===== src/rtl/sm3_cfg_pkg.sv =====
// sm3_cfg: shared configuration for the SM3 datapath blocks.
//
// Holds the default requester count for the adder arbiter, the depth of its
// result FIFO, the 32-bit word type and the helper that derives the requester
// index width from the requester count.
//
// Global define SM3_ADDER_CSA selects the carry-save form of sm3_adder.

package sm3_cfg;

  localparam int SM3_NUM_REQ    = 4;
  localparam int SM3_FIFO_DEPTH = 2;

  typedef logic [31:0] word_t;

  // Index width for n requesters; never narrower than one bit.
  function automatic int sm3_id_w(input int n);
    return (n <= 2) ? 1 : $clog2(n);
  endfunction

endpackage


===== src/rtl/sm3_adder.sv =====
// sm3_adder: three-operand 32-bit adder, sum = a + b + c mod 2^32.
//
// Ports:
//   a, b, c : input  32-bit operands
//   sum     : output 32-bit modular sum (purely combinational)
//
// With SM3_ADDER_CSA defined the operands are first compressed by a
// carry-save stage and then resolved by a single carry-propagate add;
// otherwise two chained additions are used. Both forms give identical results.

module sm3_adder
  import sm3_cfg::*;
(
  input  word_t a,
  input  word_t b,
  input  word_t c,
  output word_t sum
);

`ifdef SM3_ADDER_CSA
  word_t              save_vec;
  logic [30:0]        carry_low;

  assign save_vec  = a ^ b ^ c;
  // Only bits 30:0 of the majority vector matter; bit 31 would shift out.
  assign carry_low = (a[30:0] & b[30:0]) | (a[30:0] & c[30:0]) | (b[30:0] & c[30:0]);
  assign sum       = save_vec + {carry_low, 1'b0};
`else
  assign sum = a + b + c;
`endif

endmodule


===== src/rtl/sm3_adder_arb.sv =====
// sm3_adder_arb: round-robin arbiter sharing one sm3_adder among NUM_REQ
// requesters, with a 2-entry in-order result FIFO of {id, sum}.
//
// Ports:
//   clk, rst          : clock and synchronous active-high reset
//   req_valid[N]      : requester i presents operands
//   req_a/b/c[32*N]   : operands, requester i in bits [32i+31:32i]
//   req_ready[N]      : one-hot (or zero) grant, operands consumed this cycle
//   res_valid         : FIFO head holds a result
//   res_ready         : downstream accepts the head
//   res_data          : head sum
//   res_id            : head requester index
//   busy              : any request pending or any result buffered

module sm3_adder_arb
  import sm3_cfg::*;
#(
  parameter int NUM_REQ = SM3_NUM_REQ,
  parameter int ID_W    = sm3_id_w(NUM_REQ)
) (
  input  logic                   clk,
  input  logic                   rst,
  input  logic [NUM_REQ-1:0]     req_valid,
  input  logic [32*NUM_REQ-1:0]  req_a,
  input  logic [32*NUM_REQ-1:0]  req_b,
  input  logic [32*NUM_REQ-1:0]  req_c,
  output logic [NUM_REQ-1:0]     req_ready,
  output logic                   res_valid,
  input  logic                   res_ready,
  output logic [31:0]            res_data,
  output logic [ID_W-1:0]        res_id,
  output logic                   busy
);

  localparam int              DEPTH      = SM3_FIFO_DEPTH;
  localparam logic [ID_W-1:0] LAST_RESET = ID_W'(NUM_REQ - 1);

  logic [ID_W-1:0] last_grant;
  logic [1:0]      count;
  logic            rd_ptr;
  logic            wr_ptr;
  word_t           fifo_sum [DEPTH];
  logic [ID_W-1:0] fifo_id  [DEPTH];

  logic [ID_W:0]   pick;
  logic            grant_found;
  logic [ID_W-1:0] grant_idx;
  logic            full;
  logic            can_accept;
  logic            push;
  logic            pop;
  word_t           sel_a;
  word_t           sel_b;
  word_t           sel_c;
  word_t           sum;

  // Search starts just after the previous winner, so each requester is at
  // most NUM_REQ-1 positions away from the head of the search.
  function automatic logic [ID_W:0] rr_pick(input logic [NUM_REQ-1:0] valid,
                                            input logic [ID_W-1:0]    last);
    logic [ID_W:0] result;
    int            idx;
    result = '0;
    for (int k = 1; k <= NUM_REQ; k++) begin
      idx = (int'(last) + k) % NUM_REQ;
      if (!result[ID_W] && valid[idx]) begin
        result = {1'b1, ID_W'(idx)};
      end
    end
    return result;
  endfunction

  assign pick        = rr_pick(req_valid, last_grant);
  assign grant_found = pick[ID_W];
  assign grant_idx   = pick[ID_W-1:0];

  // A full FIFO can still take a request when the head leaves this cycle.
  assign full       = (count == 2'(DEPTH));
  assign can_accept = !full || res_ready;
  assign push       = grant_found && can_accept && !rst;

  always_comb begin
    req_ready = '0;
    for (int i = 0; i < NUM_REQ; i++) begin
      if (push && (grant_idx == ID_W'(i))) begin
        req_ready[i] = 1'b1;
      end
    end
  end

  always_comb begin
    sel_a = '0;
    sel_b = '0;
    sel_c = '0;
    for (int i = 0; i < NUM_REQ; i++) begin
      if (grant_idx == ID_W'(i)) begin
        sel_a = req_a[32*i +: 32];
        sel_b = req_b[32*i +: 32];
        sel_c = req_c[32*i +: 32];
      end
    end
  end

  sm3_adder u_adder (
    .a   (sel_a),
    .b   (sel_b),
    .c   (sel_c),
    .sum (sum)
  );

  // Outputs are forced quiet while reset is asserted.
  assign res_valid = (count != 2'd0) && !rst;
  assign res_data  = rst ? '0 : fifo_sum[rd_ptr];
  assign res_id    = rst ? '0 : fifo_id[rd_ptr];
  assign busy      = (|req_valid) || res_valid;
  assign pop       = res_valid && res_ready;

  // Two-entry FIFO: the 1-bit pointers simply toggle. On a push while full
  // the write slot equals the slot being popped, which is safe because the
  // head has already been presented combinationally this cycle.
  always_ff @(posedge clk) begin
    if (rst) begin
      count      <= 2'd0;
      rd_ptr     <= 1'b0;
      wr_ptr     <= 1'b0;
      last_grant <= LAST_RESET;
      for (int i = 0; i < DEPTH; i++) begin
        fifo_sum[i] <= '0;
        fifo_id[i]  <= '0;
      end
    end else begin
      if (push) begin
        fifo_sum[wr_ptr] <= sum;
        fifo_id[wr_ptr]  <= grant_idx;
        wr_ptr           <= ~wr_ptr;
        last_grant       <= grant_idx;
      end
      if (pop) begin
        rd_ptr <= ~rd_ptr;
      end
      if (push && !pop) begin
        count <= count + 2'd1;
      end else if (pop && !push) begin
        count <= count - 2'd1;
      end
    end
  end

endmodule


===== config.mk =====
export PLATFORM = sky130hd
export DESIGN_NAME = sm3_adder_arb
export DESIGN_NICKNAME = d
export VERILOG_FILES = /design/src/rtl/sm3_cfg_pkg.sv /design/src/rtl/sm3_adder.sv /design/src/rtl/sm3_adder_arb.sv
export SDC_FILE = /design/constraint.sdc
export NUM_CORES = 1
export LEC_CHECK = 0
export ABC_AREA = 1
export BUFFER_PORTS_ARGS = -buffer_cell sky130_fd_sc_hd__clkbuf_2
export CORE_ASPECT_RATIO = 0.75
export CORE_MARGIN = 4
export CORE_UTILIZATION = 33
export CTS_CLUSTER_SIZE = 40
export DETAILED_ROUTE_END_ITERATION = 12
export PLACE_DENSITY = 0.56
export SKIP_LAST_GASP = 1
export SLEW_MARGIN = 25
export SYNTH_ARGS = -nofsm -noshare
export SYNTH_HDL_FRONTEND = slang
export SYNTH_HIERARCHICAL = 1
export SYNTH_SLANG_ARGS = --single-unit

===== constraint.sdc =====
create_clock -name clk -period 10.3 [get_ports clk]
set_clock_uncertainty 0.2 [all_clocks]
set_input_delay 1.03 -clock clk [delete_from_list [all_inputs] [get_ports clk]]
set_output_delay 1.03 -clock clk [all_outputs]
set_load 0.01 [all_outputs]

# Yosys cells after proc, flatten, opt, wreduce, memory -nomap -nowiden
# Memories as Yosys holds them, arrays and structs flattened. A register that Yosys moved wholly into a read port is not among the register bits.
# Index checks and enable logic that the tools add are counted.
dict set report totals {
  romBits 0
  latchBits 0
  n_memories 2
  output_inout_bits 40
  ff_bits 6
  ram_bits 68
}
dict set report op_classes {
  shift 0
  magnitude_cmp 4
  n_bitwise 6
  n_eq_ne 4
  mux 51
  div 0
  add_sub_neg 8
  multipliers 0
  reduce_logical 32
}
# memory words width rd rd_clocked_by_memory_dff write_ports line_no
set mem_list {}
lappend mem_list {fifo_sum 2 32 1 1 2 sm3_adder_arb.sv:42} ;# word_t fifo_sum [DEPTH];
lappend mem_list {fifo_id 2 2 1 1 2 sm3_adder_arb.sv:43} ;# logic [ID_W-1:0] fifo_id [DEPTH];
# cell n
set op_table {}
lappend op_table {{2-to-1 mux 32 bit} 14}
lappend op_table {{adder 32 bit} 2}
lappend op_table {{OR reduction 32 bit} 1}
lappend op_table {{2-to-1 mux 1 bit} 25}
lappend op_table {{< comparator 3 x 4 -> 1 bit (second input constant)} 4}
lappend op_table {{logical AND 1 bit} 13}
lappend op_table {{2-to-1 mux 3 bit} 4}
lappend op_table {{OR reduction 2 bit} 5}
lappend op_table {{binary-select mux 1 bit (select 2 bit)} 4}
lappend op_table {{2-to-1 mux 2 bit} 4}
lappend op_table {{logical NOT 1 bit} 7}
lappend op_table {{adder 2 x 1 -> 2 bit (second input constant)} 3}
lappend op_table {{equality test 2 bit (second input constant)} 3}
lappend op_table {{adder 2 bit (second input constant)} 2}
lappend op_table {{AND 1 bit (first input constant)} 4}
lappend op_table {{nonzero test 2 bit} 2}
lappend op_table {{OR reduction 4 bit} 1}
lappend op_table {{equality test 2 x 1 -> 1 bit (second input constant)} 1}
lappend op_table {{logical NOT 2 bit} 1}
lappend op_table {{logical OR 1 bit} 2}
lappend op_table {{NOT 1 bit} 2}
lappend op_table {{subtractor 2 x 1 -> 2 bit (second input constant)} 1}

# Depth between registers and ports, before layout
dict set report depth {
  word_depth 24
  depth_mapped 32
  mapped_depth_nobuf 29
}

# Hierarchy
# Netlist, hierarchy kept.
# module seq_area_each_um2 area_per_inst_um2 cells_per_inst n_inst
set by_module_without_submodules {}
lappend by_module_without_submodules {sm3_adder_arb 2182.1 6581.3 1042 1}
lappend by_module_without_submodules {sm3_adder 0.0 2984.1 501 1}

# Worst setup path before layout
# No wires, ideal clock.
dict set report synth_path {
  kind {in2reg}
  from {input req_valid[2]}
  to {memory fifo_sum[1][29] (netlist bit) (data pin)}
  setup_slack_ns 5.689
  stages 28
  path_buffers 3
  setup_time_ns 0.265
  required_ns 9.835
  arrival_ns 4.146
  cell_sequence {nand2_1 > nand2_1 > nand2_1 > nand2_1 > inv_2 > nand3_1 > buf_4 > nand2_2 > nor2_4 > buf_4 > buf_6 > nand3_1 > nand4_1 > fa_1 > ha_1 > fa_1 > nand3_1 > nand3_2 > nand2_1 > nand2_2 > nand2_1 > nand2_2 > nand2_1 > nand2_1 > nand2_1 > nand2_1 > inv_1 > nor2_1}
}
# item line_no
set synth_rtl {}
lappend synth_rtl {{start: declaration} sm3_adder_arb.sv:23} ;# input logic [NUM_REQ-1:0] req_valid,
lappend synth_rtl {{end: declaration} sm3_adder_arb.sv:42}

==> impl_metrics.xml <==
<?xml version="1.0" encoding="UTF-8"?>
<metrics>
  <group name="cells_and_area">
    <metric name="final_common_cell" unit="">sky130_fd_sc_hd__nand2_1</metric>
    <metric name="syn2layout_area_growth" unit="%">27.2</metric>
    <metric name="drive_gt1_frac" unit="">0.271</metric>
    <metric name="share_of_the_core_filled_with_cells_in_the_final_layout" unit="">0.430</metric>
    <metric name="most_frequent_cells_in_the_layout" unit="">sky130_fd_sc_hd__nand2_1 (448), sky130_fd_sc_hd__clkbuf_2 (430), sky130_fd_sc_hd__nand3_1 (254)</metric>
    <metric name="fillers" unit="">3131</metric>
    <metric name="finalNetCount" unit="">2364</metric>
  </group>
  <group name="detailed_routing">
    <metric name="number_of_search_and_repair_iterations_in_the_first_detailed_routing_pass" unit="">6</metric>
    <metric name="drt-initial-drc-count" unit="">859</metric>
    <metric name="vias" unit="">11597</metric>
    <metric name="antenna_violating_nets_post_route" unit="">0</metric>
    <metric name="route.final.wire_length" unit="um">41800</metric>
    <metric name="detail_route.drc_violations" unit="">0</metric>
    <metric name="detail_route.vias_per_cell" unit="">5.04</metric>
    <metric name="wl_per_cell" unit="um">18.1</metric>
  </group>
  <group name="run">
    <metric name="max_cap_viol_count" unit="">0</metric>
  </group>
  <group name="synthesis">
    <metric name="seq_area_frac_synth" unit="">0.228</metric>
    <metric name="number_of_enable_flip_flop_cells_after_synthesis" unit="">68</metric>
    <metric name="synthesis.area_per_instance" unit="sq um">6.20</metric>
    <metric name="synthesis.area" unit="sq um">9570</metric>
    <metric name="synth-seq-cells" unit="">75</metric>
    <metric name="ys.flop_type" unit="">sky130_fd_sc_hd__edfxtp_1</metric>
    <metric name="yosys_warnings" unit="">6</metric>
    <metric name="syn_inst_count" unit="">1543</metric>
    <metric name="net_count_after_synthesis" unit="">1997</metric>
    <metric name="yosys.cell_types.count" unit="">34</metric>
    <metric name="synth-async-reset-ratio" unit="">0</metric>
  </group>
  <group name="clocking">
    <metric name="clock_sinks" unit="">75</metric>
    <metric name="clock_tree.buffer_depth" unit="">2</metric>
    <metric name="clock_tree_from_tritoncts" unit="">yes</metric>
    <metric name="hold_fix_buffers_at_cts" unit="">0</metric>
    <metric name="clk_latency" unit="ps">330</metric>
    <metric name="cts_repair_resize_count" unit="">0</metric>
    <metric name="cts-buffers-inserted" unit="">9</metric>
    <metric name="root_buffer_selected_by_cts" unit="">sky130_fd_sc_hd__clkbuf_16</metric>
    <metric name="cts_max_level" unit="">3</metric>
    <metric name="clkSlewWorstSetupHoldPaths" unit="ps">60</metric>
    <metric name="cts_setup_buffers" unit="">0</metric>
  </group>
  <group name="sta">
    <metric name="maxClockFrequency" unit="MHz">157</metric>
    <metric name="tightestPinTransition" unit="ps">978</metric>
    <metric name="worst_slew_margin_rel" unit="">0.348</metric>
    <metric name="finalWorstPathRequiredPeriod" unit="ps">6350</metric>
    <metric name="final.setup.tns" unit="ps">0</metric>
    <metric name="final_hold_slack" unit="ps">277</metric>
    <metric name="setup-violations-final" unit="">0</metric>
    <metric name="slew_violations" unit="">0</metric>
    <metric name="portion_of_the_clock_cycle_consumed_by_the_worst_path_in_the_final_layout" unit="">0.617</metric>
    <metric name="rsz0062_at_grt" unit="">no</metric>
    <metric name="timing.final.hold_violations" unit="">0</metric>
  </group>
  <group name="die">
    <metric name="die_area" unit="sq um">31800</metric>
    <metric name="die_width" unit="um">205</metric>
    <metric name="floorplan_core_area" unit="sq um">28300</metric>
    <metric name="initial_core_util" unit="">0.338</metric>
    <metric name="core.rowCount" unit="">53</metric>
    <metric name="die-height" unit="um">155</metric>
    <metric name="ios" unit="">431</metric>
  </group>
  <group name="critical_path">
    <metric name="worstRegToRegCells" unit="">27</metric>
    <metric name="cp.required" unit="ps">10180</metric>
    <metric name="crit_top_cell" unit="">sky130_fd_sc_hd__nand2_1</metric>
    <metric name="timing.critical_path.from_type" unit="">primary input</metric>
    <metric name="critical_path.max_stage_delay" unit="ps">710</metric>
    <metric name="crit_arrival" unit="ps">6230</metric>
    <metric name="critPathMaxFanout" unit="">108</metric>
    <metric name="timing.setup.critical_path_class" unit="">in2reg</metric>
    <metric name="cp_slowest_cell" unit="">sky130_fd_sc_hd__buf_4</metric>
    <metric name="crit_path_end_kind" unit="">flop</metric>
  </group>
  <group name="placement">
    <metric name="port-buffer-count" unit="">430</metric>
    <metric name="hpwl_after_detailed_placement" unit="um">33700</metric>
    <metric name="place.gp.congestion" unit="">0.932</metric>
  </group>
  <group name="global_route">
    <metric name="track_usage" unit="">0.254</metric>
    <metric name="grt_max_degree" unit="">109</metric>
    <metric name="antenna_found_initial" unit="">1</metric>
    <metric name="globalRoute.totalOverflow" unit="">0</metric>
    <metric name="number_of_global_route_vias_before_repair" unit="">11078</metric>
    <metric name="grt_first_pass_wirelength" unit="um">63500</metric>
  </group>
  <group name="hold_path">
    <metric name="hold_path_class" unit="">reg2reg</metric>
    <metric name="min_path_cells" unit="">2</metric>
  </group>
  <group name="outcome">
    <metric name="outcome" unit="">finished, final reports clean</metric>
  </group>
</metrics>
==> cell usage after synthesis, types with 17 or more instances <==
master | number | area share
sky130_fd_sc_hd__a21oi_1 | 21 | 0.011
sky130_fd_sc_hd__buf_2 | 43 | 0.022
sky130_fd_sc_hd__clkbuf_1 | 32 | 0.013
sky130_fd_sc_hd__edfxtp_1 | 68 | 0.21
sky130_fd_sc_hd__fa_1 | 32 | 0.067
sky130_fd_sc_hd__ha_1 | 31 | 0.041
sky130_fd_sc_hd__inv_1 | 181 | 0.071
sky130_fd_sc_hd__nand2_1 | 449 | 0.18
sky130_fd_sc_hd__nand2_2 | 24 | 0.016
sky130_fd_sc_hd__nand3_1 | 255 | 0.13
sky130_fd_sc_hd__nand4_1 | 100 | 0.065
sky130_fd_sc_hd__nor2_1 | 181 | 0.071
sky130_fd_sc_hd__o21ai_0 | 39 | 0.020
sky130_fd_sc_hd__xor2_1 | 17 | 0.016
==> stage by stage <==
step | setup WS [ps] | cells | area [sq um]
final | 3950 | 2301 | 12200
after detailed placement | 3460 | 2284 | 11900
after CTS | 3780 | 2300 | 12200
after global routing | 3530 | 2301 | 12200
after global placement | 3580 | 2284 | 11900
after floorplan | 5690 | 1543 | 9570
==> path summary, 6_finish.rpt <==
path                           to           from  slack, ps
setup / recovery  fifo_sum[0][29]   req_valid[0]       3950
setup reg to reg  fifo_sum[0][29]  last_grant[0]       3990
hold reg to reg            wr_ptr         wr_ptr        280
hold / removal             wr_ptr         wr_ptr        280
==> registers in the layout (all words and copies together) (netlist names), named ones only <==
register	count
count	2
fifo_id	4
fifo_sum	64
last_grant	2
rd_ptr	1
wr_ptr	1
==> cells by family after synthesis <==
| kind of cell | count (synthesis) | synth area share |
|---|---|---|
| compound gates | 69 | 0.0390 |
| simple gates | 1040 | 0.490 |
| xor+xnor | 19 | 0.0174 |
| fa+ha+maj | 63 | 0.108 |
| flops | 75 | 0.228 |
| buf+inv | 277 | 0.118 |
==> worst max-delay path, delay by kind of cell <==
family        cells  cell delay (ps)
simple gates     20             2460
buf+inv           4             1500
fa+ha+maj         3             1160
==> final cells by class <==
cell class              instances  area [sq um]  area share
clock inverters                 3          15.0     0.00123
well taps                     385           482      0.0396
clock buffers                  13           250      0.0206
multi-input cells            1191          6270       0.515
flip-flops and latches         75          2180       0.179
repair buffers                444          2260       0.186
inverters                     189           711      0.0584
diodes                          1          2.50    0.000206
==> layer usage <==
metal | vias up | part of all wire | global-route usage
met4 | 0 | 0.014 | 0.0344
met3 | 40 | 0.057 | 0.0365
li1 | 5757 | - | -
met5 | - | 0 | 0
met1 | 5382 | 0.45 | 0.348
met2 | 418 | 0.48 | 0.439
Power is left out: the tool's default activity adds up to more than one toggle a clock period on the data nets, which glitch-free logic cannot reach.
